==> config.mk <==
export PLATFORM = sky130hd
export DESIGN_NAME = pipe_hazard_ctrl
export DESIGN_NICKNAME = d
export VERILOG_FILES = /design/src/rtl/pipe_hazard_ctrl.sv
export SDC_FILE = /design/constraint.sdc
export NUM_CORES = 1
export LEC_CHECK = 0
export CAP_MARGIN = 20
export CORE_MARGIN = 5
export CORE_UTILIZATION = 35
export DETAILED_ROUTE_END_ITERATION = 8
export PLACE_DENSITY = 0.76
export REMOVE_ABC_BUFFERS = 1
export SYNTH_ARGS = -nofsm -noshare
export SYNTH_HDL_FRONTEND = slang
export SYNTH_SLANG_ARGS = --single-unit
==> constraint.sdc <==
create_clock -name Clk -period 3.75 [get_ports Clk]
set_input_delay 0.9375 -clock Clk [delete_from_list [all_inputs] [get_ports Clk]]
set_output_delay 0.9375 -clock Clk [all_outputs]
set_load 0.01 [all_outputs]
==> src/rtl/pipe_hazard_ctrl.sv <==
// Hazard/stall controller: load-use, RAW, MDU busy tracking and branch flush.
// Define PIPE_FWD_EN when the EX/MEM->EX forwarding network is present.
module pipe_hazard_ctrl #(
    parameter int MDU_LATENCY = 32
) (
    input  logic        Clk,
    input  logic        Rst,
    input  logic [4:0]  ID_Rs,
    input  logic [4:0]  ID_Rt,
    input  logic        ID_UsesRt,
    input  logic        ID_MduStart,
    input  logic        ID_MduRead,
    input  logic        EX_RegWrite,
    input  logic        EX_MemRead,
    input  logic [4:0]  EX_WriteReg,
    input  logic        MEM_RegWrite,
    input  logic [4:0]  MEM_WriteReg,
    input  logic        EX_BranchTaken,
    output logic        PCWrite,
    output logic        IFID_Write,
    output logic        IFID_Flush,
    output logic        IDEX_Flush,
    output logic        MduBusy,
    output logic [15:0] Stall_Cnt
);

    typedef enum logic [1:0] {
        RUN      = 2'd0,
        LU_STALL = 2'd1,
        MDU_WAIT = 2'd2
    } state_t;

    localparam logic [7:0] LAT = 8'(MDU_LATENCY);

    state_t      r_state;
    logic [7:0]  r_mdu_cnt;
    logic [15:0] r_stall_cnt;

    logic       w_ex_match;
    logic       w_mem_match;
    logic       w_load_use;
    logic       w_mdu_busy;
    logic       w_mdu_haz;
    logic       w_data_haz;
    logic       w_stall;
    logic       w_mdu_accept;
    logic [7:0] w_cnt_next;

    assign w_ex_match  = (EX_WriteReg != 5'd0) &&
                         ((EX_WriteReg == ID_Rs) ||
                          (ID_UsesRt && (EX_WriteReg == ID_Rt)));
    assign w_mem_match = (MEM_WriteReg != 5'd0) &&
                         ((MEM_WriteReg == ID_Rs) ||
                          (ID_UsesRt && (MEM_WriteReg == ID_Rt)));

    assign w_load_use = EX_MemRead && w_ex_match;
    assign w_mdu_busy = (r_mdu_cnt != 8'd0);
    assign w_mdu_haz  = (ID_MduStart || ID_MduRead) && w_mdu_busy;

`ifdef PIPE_FWD_EN
    logic w_unused;
    assign w_unused   = &{1'b0, EX_RegWrite, MEM_RegWrite, w_mem_match};
    assign w_data_haz = 1'b0;
`else
    // RF writes in the first half-cycle, so WB never needs a stall
    assign w_data_haz = (EX_RegWrite && w_ex_match) ||
                        (MEM_RegWrite && w_mem_match);
`endif

    assign w_stall      = w_load_use || w_mdu_haz || w_data_haz;
    assign w_mdu_accept = ID_MduStart && !w_stall && !EX_BranchTaken;

    always_comb begin
        w_cnt_next = r_mdu_cnt;
        if (w_mdu_accept) begin
            w_cnt_next = LAT;
        end else if (w_mdu_busy) begin
            w_cnt_next = r_mdu_cnt - 8'd1;
        end
    end

    always_comb begin
        PCWrite    = 1'b1;
        IFID_Write = 1'b1;
        IFID_Flush = 1'b0;
        IDEX_Flush = 1'b0;
        if (Rst) begin
            PCWrite    = 1'b0;
            IFID_Write = 1'b0;
            IFID_Flush = 1'b1;
            IDEX_Flush = 1'b1;
        end else if (EX_BranchTaken) begin
            IFID_Flush = 1'b1;
            IDEX_Flush = 1'b1;
        end else if (w_stall) begin
            PCWrite    = 1'b0;
            IFID_Write = 1'b0;
            IDEX_Flush = 1'b1;
        end
    end

    assign MduBusy   = w_mdu_busy && !Rst;
    assign Stall_Cnt = r_stall_cnt;

    always_ff @(posedge Clk or posedge Rst) begin
        if (Rst) begin
            r_state     <= RUN;
            r_mdu_cnt   <= 8'd0;
            r_stall_cnt <= 16'd0;
        end else begin
            r_mdu_cnt <= w_cnt_next;
            if (w_stall && !EX_BranchTaken && (r_stall_cnt != 16'hFFFF)) begin
                r_stall_cnt <= r_stall_cnt + 16'd1;
            end
            if (EX_BranchTaken) begin
                r_state <= RUN;
            end else begin
                unique case (r_state)
                    RUN: begin
                        if (w_mdu_haz) begin
                            r_state <= MDU_WAIT;
                        end else if (w_load_use) begin
                            r_state <= LU_STALL;
                        end
                    end
                    LU_STALL: r_state <= RUN;
                    MDU_WAIT: begin
                        if (w_cnt_next == 8'd0) begin
                            r_state <= RUN;
                        end
                    end
                    default: r_state <= RUN;
                endcase
            end
        end
    end

endmodule

Word-level counts from Yosys, hierarchy flattened
Index checks and enable logic that the tools add are counted.
Word-level totals
  bits in registers: 24
  bits in latches: 0
  RAM bits: 0
  bits in read-only memories: 0
  bits of input ports: 29
  output and inout bits: 21
  word-level logic and storage cells: 45
  memories: 0
Operators by class
  add/subtract/negate cells: 2
  $mul: 0
  div/mod/pow operators: 0
  magnitude comparators: 0
  equal/unequal tests: 5
  shift operators: 0
  mux-type cells: 10
  bitwise gates (word level): 0
  reduce and logical (&&, ||, !) cells: 26
Operators by type and width (count)
  $eq 5x5->1: 4
  $add 16x1->16 const B: 1
  $mux 8: 2
  $ne 16x16->1 const B: 1
  $logic_and 1x1->1: 13
  $reduce_bool 5->1: 2
  $mux 1: 8
  $reduce_bool 8->1: 1
  $sub 8x1->8 const B: 1
  $logic_or 1x1->1: 6
  $logic_not 1->1: 3
  $reduce_bool 2->1: 1

Depth between registers and ports, before layout
Gate-level depths: netlist (run 1).
  depth after elaboration: 11
  depth in mapped cells: 8
  gate-level depth less buffers: 7

Least setup slack after synthesis (run 1)
No wires, ideal clock.
  path type: input to output
  start point: in EX_WriteReg[1]
  end point: out PCWrite
  data arrival time: 2338 ps
  required time: 2812 ps
  setup slack: 474 ps
  stages on the path: 5
  buffers on the path: 1
  path through: or4_1 o221ai_2 nand3_1 a21oi_1 buf_4
Between the ends
  cells in the longest elaborated chain, start to end: 10
  elaborated cells on any way between the ends: 14
  classes of those cells: 2 x eq/ne; 3 x mux; 9 x reduce/logical
Ends and longest elaborated chain
  from (decl): line 15  | input logic [4:0] EX_WriteReg,
  $eq 5x5->1: line 51  | (ID_UsesRt && (EX_WriteReg == ID_Rt)));
  $logic_and 1x1->1: line 51
  $logic_or 1x1->1: line 50  | ((EX_WriteReg == ID_Rs) ||
  $logic_and 1x1->1 *: line 49  | assign w_ex_match = (EX_WriteReg != 5'd0) &&
  $logic_and 1x1->1 (on tied branches): line 56, 66
  $logic_or 1x1->1 (on tied branches): line 70, 66
  $logic_or 1x1->1 *: line 70  | assign w_stall = w_load_use || w_mdu_haz || w_data_haz;
  $mux 1 * (3 in a row)
  to (decl): line 19  | output logic PCWrite,
Every way passes the cells marked *; elsewhere a longest branch is shown, timed or not.

Worst setup path after layout (run 1)
  start point: in MEM_WriteReg[2]
  end point: out IDEX_Flush
Between the ends
  cells in the longest elaborated chain, start to end: 10
  elaborated cells on any way between the ends: 12
  classes of those cells: 2 x eq/ne; 3 x mux; 7 x reduce/logical
Ends and longest elaborated chain
  from (decl): line 17  | input logic [4:0] MEM_WriteReg,
  $eq 5x5->1: line 54  | (ID_UsesRt && (MEM_WriteReg == ID_Rt)));
  $logic_and 1x1->1: line 54
  $logic_or 1x1->1: line 53  | ((MEM_WriteReg == ID_Rs) ||
  $logic_and 1x1->1 *: line 52  | assign w_mem_match = (MEM_WriteReg != 5'd0) &&
  $logic_and 1x1->1 *: line 67  | (MEM_RegWrite && w_mem_match);
  $logic_or 1x1->1 *: line 66  | assign w_data_haz = (EX_RegWrite && w_ex_match) ||
  $logic_or 1x1->1 *: line 70
  $mux 1 *: line 95  | end else if (w_stall) begin
  $mux 1 *: line 92  | end else if (EX_BranchTaken) begin
  $mux 1 *: line 87  | if (Rst) begin
  to (decl): line 22  | output logic IDEX_Flush,
Marks and branches as above.

==> metrics.txt, run 1 <==
dpl cell area ~2100 um2; Worst-Margin Slew about 0.48 ns; area of the multi-input gates 849.6 um2; busiest layer in global routing met2; TritonCTS clock tree built; sequential share of the synthesized area 0.4152; DRT antenna net count 0; Yosys reg bits 24; fmax 269.2 MHz; All-Layer GR Usage 0.1388; Fill cells 370; PwrDens 429.5 nW/um2; Buf/Inv on CP 3; met1 usage 0.1513; Max FO, Critical Path 3; Hold WS 0.4960 ns; final hold vios 0; via count 1300; vias in the first global route roughly 1400; DR vias/cell 4.981; endpoint class of the critical path primary output; DIE AREA between 5000 and 6000 um2; Cell Chain, Critical Path clkdlybuf4s50_1, buf_4, xor2_1, nor4_1, and3_1, o221ai_2, nand3_2, or2_4, clkdlybuf4s15_2; GR Util met2 0.2569; Clock transition at path regs 0.07 ns; diodes inserted 0; Routed WL per cell 14.44 um; design area 2205 um2; Post-Layout Cell Count between 200 and 300; core footprint 4000 um2; Critical Path Source Type input port; largest net degree at the start of global routing 25; Clock Tree Root clkbuf_8; final core utilization 0.5511; drt drc 0; Worst path max stage delay roughly 0.5 ns; crit path max-delay cell type clkdlybuf4s50_1; most frequent cells in the layout clkdlybuf4s50_1, xnor2_1, dfrtp_1; clk_skew 0.005393 ns; Tmin final around 3.7 ns; Slew HR 0.6802; EDFF count, synth 0; cell count after synthesis about 140; Final GP Congestion a little over 0.9; commonest non-fill, non-tap cell in the layout clkdlybuf4s50_1; Seq. cell area roughly 600 um2; I/O Buffers 49; synthesized area per cell 10.26 um2; WL final approximately 3.8 mm; Max Cap Violations 0; grt ovf 0; Num CTS Buffers 3; final-report setup violation count 0; Slew Limit Fails 0; post-synth cell types 32; initial antenna violation count 0; Mapped Area 1446 um2; final net count 245; DR pass1 iterations 4; HPWL Detailed 2.934 mm; post-synth top area share 0.4152; I/O pin cnt 50; grt met3 use 0.02973; worst path arrival time between 2 and 3 ns; DP Cell Count 255; Setup CP Type input port to primary output; Top FF cell, synth dfrtp_1; Worst-Skew Late Latency approximately 0.26 ns; Warnings, synthesis 0; Die Y approximately 74 um; kind of cell adding the most delay to the critical path buffers and inverters; Worst Path Required 2.81 ns; area grow syn2layout 52.42%; Worst Hold Class flip-flop to flip-flop; clock buffer depth 2; Yosys top cell by area dfrtp_1; DIE WIDTH 74.29 um; starting density of the core 0.3616; Lkg Pwr a little under 0.9 nW; H-tree depth 1; fraction of layout instances using a drive strength above 1 0.1848; outcome complete, no violations; Rows 23; dominant cells by area after synthesis dfrtp_1, xnor2_1, xor2_1; Sink Count 24; drt first-iter violations 27; ys async rst share 1.000; fin crit share 0.9907; VDD IR-drop max 0.1801 mV; first-pass GRT wire length ~6 mm; Pwr Total 946.9 uW
cell usage after synthesis (2+ instances only):
| library cell | count |
|---|---|
| xor2_1 | 8 |
| o221ai_2 | 2 |
| dfrtp_1 | 24 |
| nor2_1 | 7 |
| ha_1 | 3 |
| nor3b_1 | 2 |
| nor3_1 | 4 |
| nand3_1 | 12 |
| xnor2_1 | 33 |
| nor4_1 | 2 |
| inv_1 | 5 |
| or4_1 | 2 |
| nand4_1 | 7 |
| nand2_1 | 11 |
| and3_1 | 2 |
routing by layer:
metal,vias up,part of all wire
met5,-,0
met4,0,0.022
met3,8,0.075
met2,48,0.51
met1,609,0.39
li1,635,-
area by class of cell:
cell class / count / area share
multi-input combinational: 110 / 0.3854
timing repair buffer: 69 / 0.2866
sequential: 24 / 0.2724
tap: 50 / 0.02838
clock buffer: 3 / 0.01873
inverter: 5 / 0.008513
stage by stage:
step / worst slack, ns / setup TNS (ns)
final: 0.03470 / 0
after global routing: -0.007068 / -0.007068
after CTS: 0.0007923 / 0
after detailed placement: -0.3289 / -0.9663
after global placement: -0.2663 / -0.7783
after floorplan: 0.5502 / 0
where the power goes:
group	leakage (nW)	internal (mW)	total [mW]	switching, mW
clock	0.0216	0.0717	0.147	0.0757
combinational	0.556	0.215	0.374	0.160
sequential	0.307	0.338	0.425	0.0874
total	0.885	0.624	0.947	0.323
state kept, by name (all words and copies together), names as in the netlist:
name,cells
Stall_Cnt,16
r_mdu_cnt,8
worst paths after layout:
check,cells after the start,start,slack (ns),endpoint
max in group asynchronous,3,Rst,2.28,Stall_Cnt[2]$_DFFE_PP0P_
worst max register to register,6,Stall_Cnt[0]$_DFFE_PP0P_,1.70,Stall_Cnt[1]$_DFFE_PP0P_
worst max-delay path,9,MEM_WriteReg[2],0.03,IDEX_Flush
min in group asynchronous,3,Rst,1.22,Stall_Cnt[13]$_DFFE_PP0P_
worst min register to register,1,r_mdu_cnt[2]$_DFFE_PP0P_,0.50,r_mdu_cnt[2]$_DFFE_PP0P_
worst min-delay path,1,r_mdu_cnt[2]$_DFFE_PP0P_,0.50,r_mdu_cnt[2]$_DFFE_PP0P_
what timing repair did:
action,CTS,global route
hold buffers,0,0
pin swaps,2,6
setup buffers,2,1
cloned,0,0
endpoints found under the hold margin,0,0
endpoints found under the setup margin,3,3
resized for setup,6,11
cell families (layout without fill, tap and decap cells):
group | Yosys count | count (layout) | share of synthesized area
buffers and inverters | 7 | 77 | 0.02595
AOI/OAI and AO/OA | 9 | 9 | 0.06401
xor gates and xnor gates | 41 | 41 | 0.2483
and+or+nand+nor | 56 | 56 | 0.2128
adders and majority gates | 3 | 3 | 0.02595
muxes | 1 | 1 | 0.007785
DFF | 24 | 24 | 0.4152
No activity file was read; power rests on OpenSTA's default activity.
==> run 2, diff against run 1 <==
Settings changed: CORE_MARGIN 5 to 1.5, RECOVER_POWER from default to 100.
==> metrics.txt, run 2 (synthesis results as in run 1) <==
HP Start r_mdu_cnt[6]$_DFFE_PP0P_; DR vias/cell 4.893; Max Cap Violations 0; initial antenna violation count 0; DP Cell Count 257; Post-Layout Cell Count 261; Die Y 67.29 um; fmax about 280 MHz; Sink Count 24; final net count ~250; Clock Tree Root clkbuf_8; pre-CTS setup slack -0.3260 ns; final-report setup violation count 0; commonest non-fill, non-tap cell in the layout xnor2_1; Worst Hold Path Cells 1; I/O pin cnt 50; most frequent cells in the layout xnor2_1, clkdlybuf4s50_1, dfrtp_1; Worst Hold Class flip-flop to flip-flop; Critical Path Source Type input port; All-Layer GR Usage 0.1540; TritonCTS clock tree built; VDD IR-drop max 0.1566 mV; Max FO, Critical Path 3; Lkg Pwr between 0.9 and 1 nW; Worst Path Required 2.81 ns; total negative setup slack 0 ns; fraction of layout instances using a drive strength above 1 0.1564; final hold vios 0; DRT antenna net count 0; endpoint class of the critical path primary output; via count between 1000 and 1500; Worst-Skew Late Latency ~0.25 ns; starting density of the core 0.3616; Routed WL per cell 12.46 um; Setup CP Type input port to primary output; I/O Buffers 49; final core utilization 0.5424; Clock transition at path regs 0.07 ns; dpl cell area about 2100 um2; reg2reg path depth 6; worst path arrival time 2.67 ns; core footprint 4000 um2; max FFs per register 16; clk_skew 0.001491 ns; Slew HR 0.1385; DR pass1 iterations 4; Slew Limit Fails 0; fin crit share 0.9622; HPWL Detailed 2.641 mm; PwrDens 423.8 nW/um2; Pwr Total 919.4 uW; clock buffer depth 2; design area 2170 um2; first-pass GRT wire length between 5 and 6 mm; Final GP Congestion 0.8064; WL final around 3.3 mm; drt drc 0; area grow syn2layout 50.00%; Rows 23; drt first-iter violations slightly below 70; Num CTS Buffers 3; Final Worst Setup Slack 0.1418 ns; RSZ-0062 raised after global routing no; Worst-Margin Slew 1.292 ns; outcome complete, no violations; H-tree depth 1; DIE AREA 4527 um2; Tmin final 3.608 ns; largest net degree at the start of global routing 25; DIE WIDTH about 67 um; FF-to-FF Start Stall_Cnt[0]$_DFFE_PP0P_; Hold WS 0.4886 ns; vias in the first global route 1234; crit path from MEM_WriteReg[1]; diodes inserted 0; grt ovf 0
-- run 2: changes by cell type in the layout (fill, tap and decap cells not counted), moves of 3 or more --
cell and change:
buf_4 -3, clkdlybuf4s50_1 -19, dlygate4sd3_1 +19, clkbuf_1 +4
-- run 2: what timing repair did --
item,CTS,global route
pin swaps,3,3
gates resized for setup,9,9
hold endpoints to repair,0,0
buffers inserted,1,0
hold buffers,0,0
endpoints found under the setup margin,3,3
-- run 2: layout make-up --
| type | count | area, um2 |
|---|---|---|
| Multi-Input combinational cell | 110 | 830.8 |
| Clock buffer | 3 | 41.29 |
| Fill cell | 372 | 1831 |
| Inverter | 5 | 18.77 |
| Timing Repair Buffer | 69 | 615.6 |
| Sequential cell | 24 | 600.6 |
| Tap cell | 50 | 62.56 |
-- run 2: where the power goes --
group          leakage [nW]  switching (mW)  internal (mW)
logic                 0.580           0.154          0.199
clock network        0.0216          0.0714         0.0715
registers             0.307          0.0859          0.338
total                 0.909           0.311          0.608
-- run 2: path summary, 6_finish.rpt --
check	to	slack (ns)
min in group asynchronous	r_mdu_cnt[0]$_DFFE_PP0P_	1.66
max in group asynchronous	Stall_Cnt[9]$_DFFE_PP0P_	1.34
worst max-delay path	IDEX_Flush	0.14
worst min register to register	r_mdu_cnt[6]$_DFFE_PP0P_	0.49
worst max register to register	Stall_Cnt[1]$_DFFE_PP0P_	1.47
worst min-delay path	r_mdu_cnt[6]$_DFFE_PP0P_	0.49
-- run 2: metal layers --
layer | vias to the layer above | GRT usage | routed length (um) | share of wire
li1 | 633 | - | - | -
met1 | 590 | 0.1772 | 1266 | 0.39
met2 | 51 | 0.2809 | 1731 | 0.53
met3 | 3 | 0.03167 | 218 | 0.067
met4 | 0 | 0.05357 | 35 | 0.011
met5 | - | 0 | 0 | 0
-- run 2: worst max-delay path: stages --
cell	delay (ns)
clkdlybuf4s50_1	0.42
or4_4	0.55
o221ai_4	0.20
nand3_2	0.12
or2_2	0.31
clkbuf_2	0.13
==> run 3, diff against run 2 <==
Settings changed: RECOVER_POWER 100 to 50.
==> metrics.txt, run 3 (synthesis results as in run 1) <==
Post-Layout Cell Count 261; Lkg Pwr 0.8950 nW; DR pass1 iterations 4; Fill cells 364; Rows 23; Max Cap Violations 0; final net count about 250; worst path arrival time between 2 and 3 ns; design area 2200 um2; Routed WL per cell between 10 and 15 um; drt first-iter violations 88; Num CTS Buffers 3; Buf/Inv on CP 2; DIE AREA 4527 um2; R2R Setup Slk 1.69 ns; fin crit share 0.9649; Worst Hold Class flip-flop to flip-flop; endpoint class of the critical path primary output; HPWL Detailed 2.641 mm; Cell Chain, Critical Path clkdlybuf4s50_1, or4_4, o221ai_4, nand3_2, or2_2, buf_2; most frequent cells in the layout clkdlybuf4s50_1, xnor2_1, dfrtp_1; Worst Path Required 2.81 ns; Sink Count 24; commonest non-fill, non-tap cell in the layout clkdlybuf4s50_1; Worst-Margin Slew 1.301 ns; Final GP Congestion 0.8064; Slew Limit Fails 0; Critical Path Source Type input port; DIE WIDTH 67.29 um; I/O Buffers 49; Clock transition at path regs 0.08 ns; TritonCTS clock tree built; grt ovf 0; VDD IR-drop max 0.1591 mV; clk_skew approximately 0.0033 ns; DRT antenna net count 0; All-Layer GR Usage 0.1540; fraction of layout instances using a drive strength above 1 0.1801; max FFs per register 16; H-tree depth 1; outcome complete, no violations; crit path max-delay cell type or4_4; fmax about 280 MHz; Worst path max stage delay 0.55 ns; RSZ-0062 raised after global routing no; DP Cell Count 257; clock buffer depth 2; starting density of the core 0.3616; Tmin final 3.618 ns; PwrDens 425.9 nW/um2; first-pass GRT wire length 5.333 mm; core footprint 4000 um2; Max FO, Critical Path 3; drt drc 0; Worst-Skew Late Latency between 0.2 and 0.3 ns; total negative setup slack 0 ns; I/O pin cnt 50; diodes inserted 0; Slew HR 0.1325; final-report setup violation count 0; DR vias/cell 4.877; initial antenna violation count 0; kind of cell adding the most delay to the critical path simple AND/OR/NAND/NOR gates; final hold vios 0; Setup CP Type input port to primary output; dpl cell area 2123 um2; vias in the first global route 1234; area grow syn2layout 52.08%; via count 1273; WL final 3.266 mm; Clock Tree Root clkbuf_8; Die Y 67.29 um; largest net degree at the start of global routing 25
==> run 3: changes by cell type in the layout (fill, tap and decap cells not counted), sizes merged <==
cell / previous run / this run
clkbuf: 9 / 7
dlygate4sd3: 19 / 6
clkdlybuf4s50: 27 / 40
buf: 17 / 19
==> run 3: timing repair <==
action                     CTS  global route
setup endpoints to repair    3             3
cloned                       0             0
buffers inserted             1             0
pin swaps                    3             3
hold buffers                 0             0
resized for setup            9             9
==> run 3: area by class of cell <==
class,instances,area [um2],area share
clock buffer,3,41.29,0.01877
inverter,5,18.77,0.008532
timing repair buffer,69,618.1,0.2810
multi-input combinational,110,858.3,0.3902
tap,50,62.56,0.02844
sequential,24,600.6,0.2730
==> run 3: metrics by stage <==
stage / setup slack (ns) / hold WS [ns] / util / total power [mW]
global route: 0.01608 / 0.5134 / 0.5499 / 1.010
CTS: 0.0004121 / 0.4824 / 0.5486 / 0.9463
floorplan: 0.5502 / 0.4457 / - / 0.6216
global placement: -0.2760 / 0.4712 / 0.5308 / 0.7820
finish: 0.1317 / 0.4894 / 0.5499 / 0.9369
detailed placement: -0.3260 / 0.4714 / 0.5308 / 0.7977
==> run 3: final timing paths <==
path,from,endpoint,cells after the start
max in group asynchronous,Rst,Stall_Cnt[9]$_DFFE_PP0P_,3
min reg2reg,r_mdu_cnt[6]$_DFFE_PP0P_,r_mdu_cnt[6]$_DFFE_PP0P_,1
min,r_mdu_cnt[6]$_DFFE_PP0P_,r_mdu_cnt[6]$_DFFE_PP0P_,1
max,MEM_WriteReg[1],IDEX_Flush,6
max reg2reg,Stall_Cnt[0]$_DFFE_PP0P_,Stall_Cnt[1]$_DFFE_PP0P_,6
min in group asynchronous,Rst,r_mdu_cnt[5]$_DFFE_PP0P_,3
==> run 3: where the power goes <==
part | switching [mW] | leakage (nW) | total, mW | internal, mW
logic | 0.156 | 0.566 | 0.368 | 0.212
clock network | 0.0727 | 0.0216 | 0.144 | 0.0715
registers | 0.0871 | 0.307 | 0.425 | 0.338
==> run 3: worst register-to-register path, stage by stage (launching register included) <==
cell,delay (ns)
dfrtp_1,0.43
ha_1,0.26
nand2_1,0.08
nor2_1,0.10
a41o_1,0.28
a31oi_4,0.41
mux2_2,0.39
==> run 3: per-layer routing <==
layer | track usage | wire length, um
met1 | 0.1772 | 1284
met2 | 0.2809 | 1725
met3 | 0.03167 | 220
met4 | 0.05357 | 35
met5 | 0 | 0
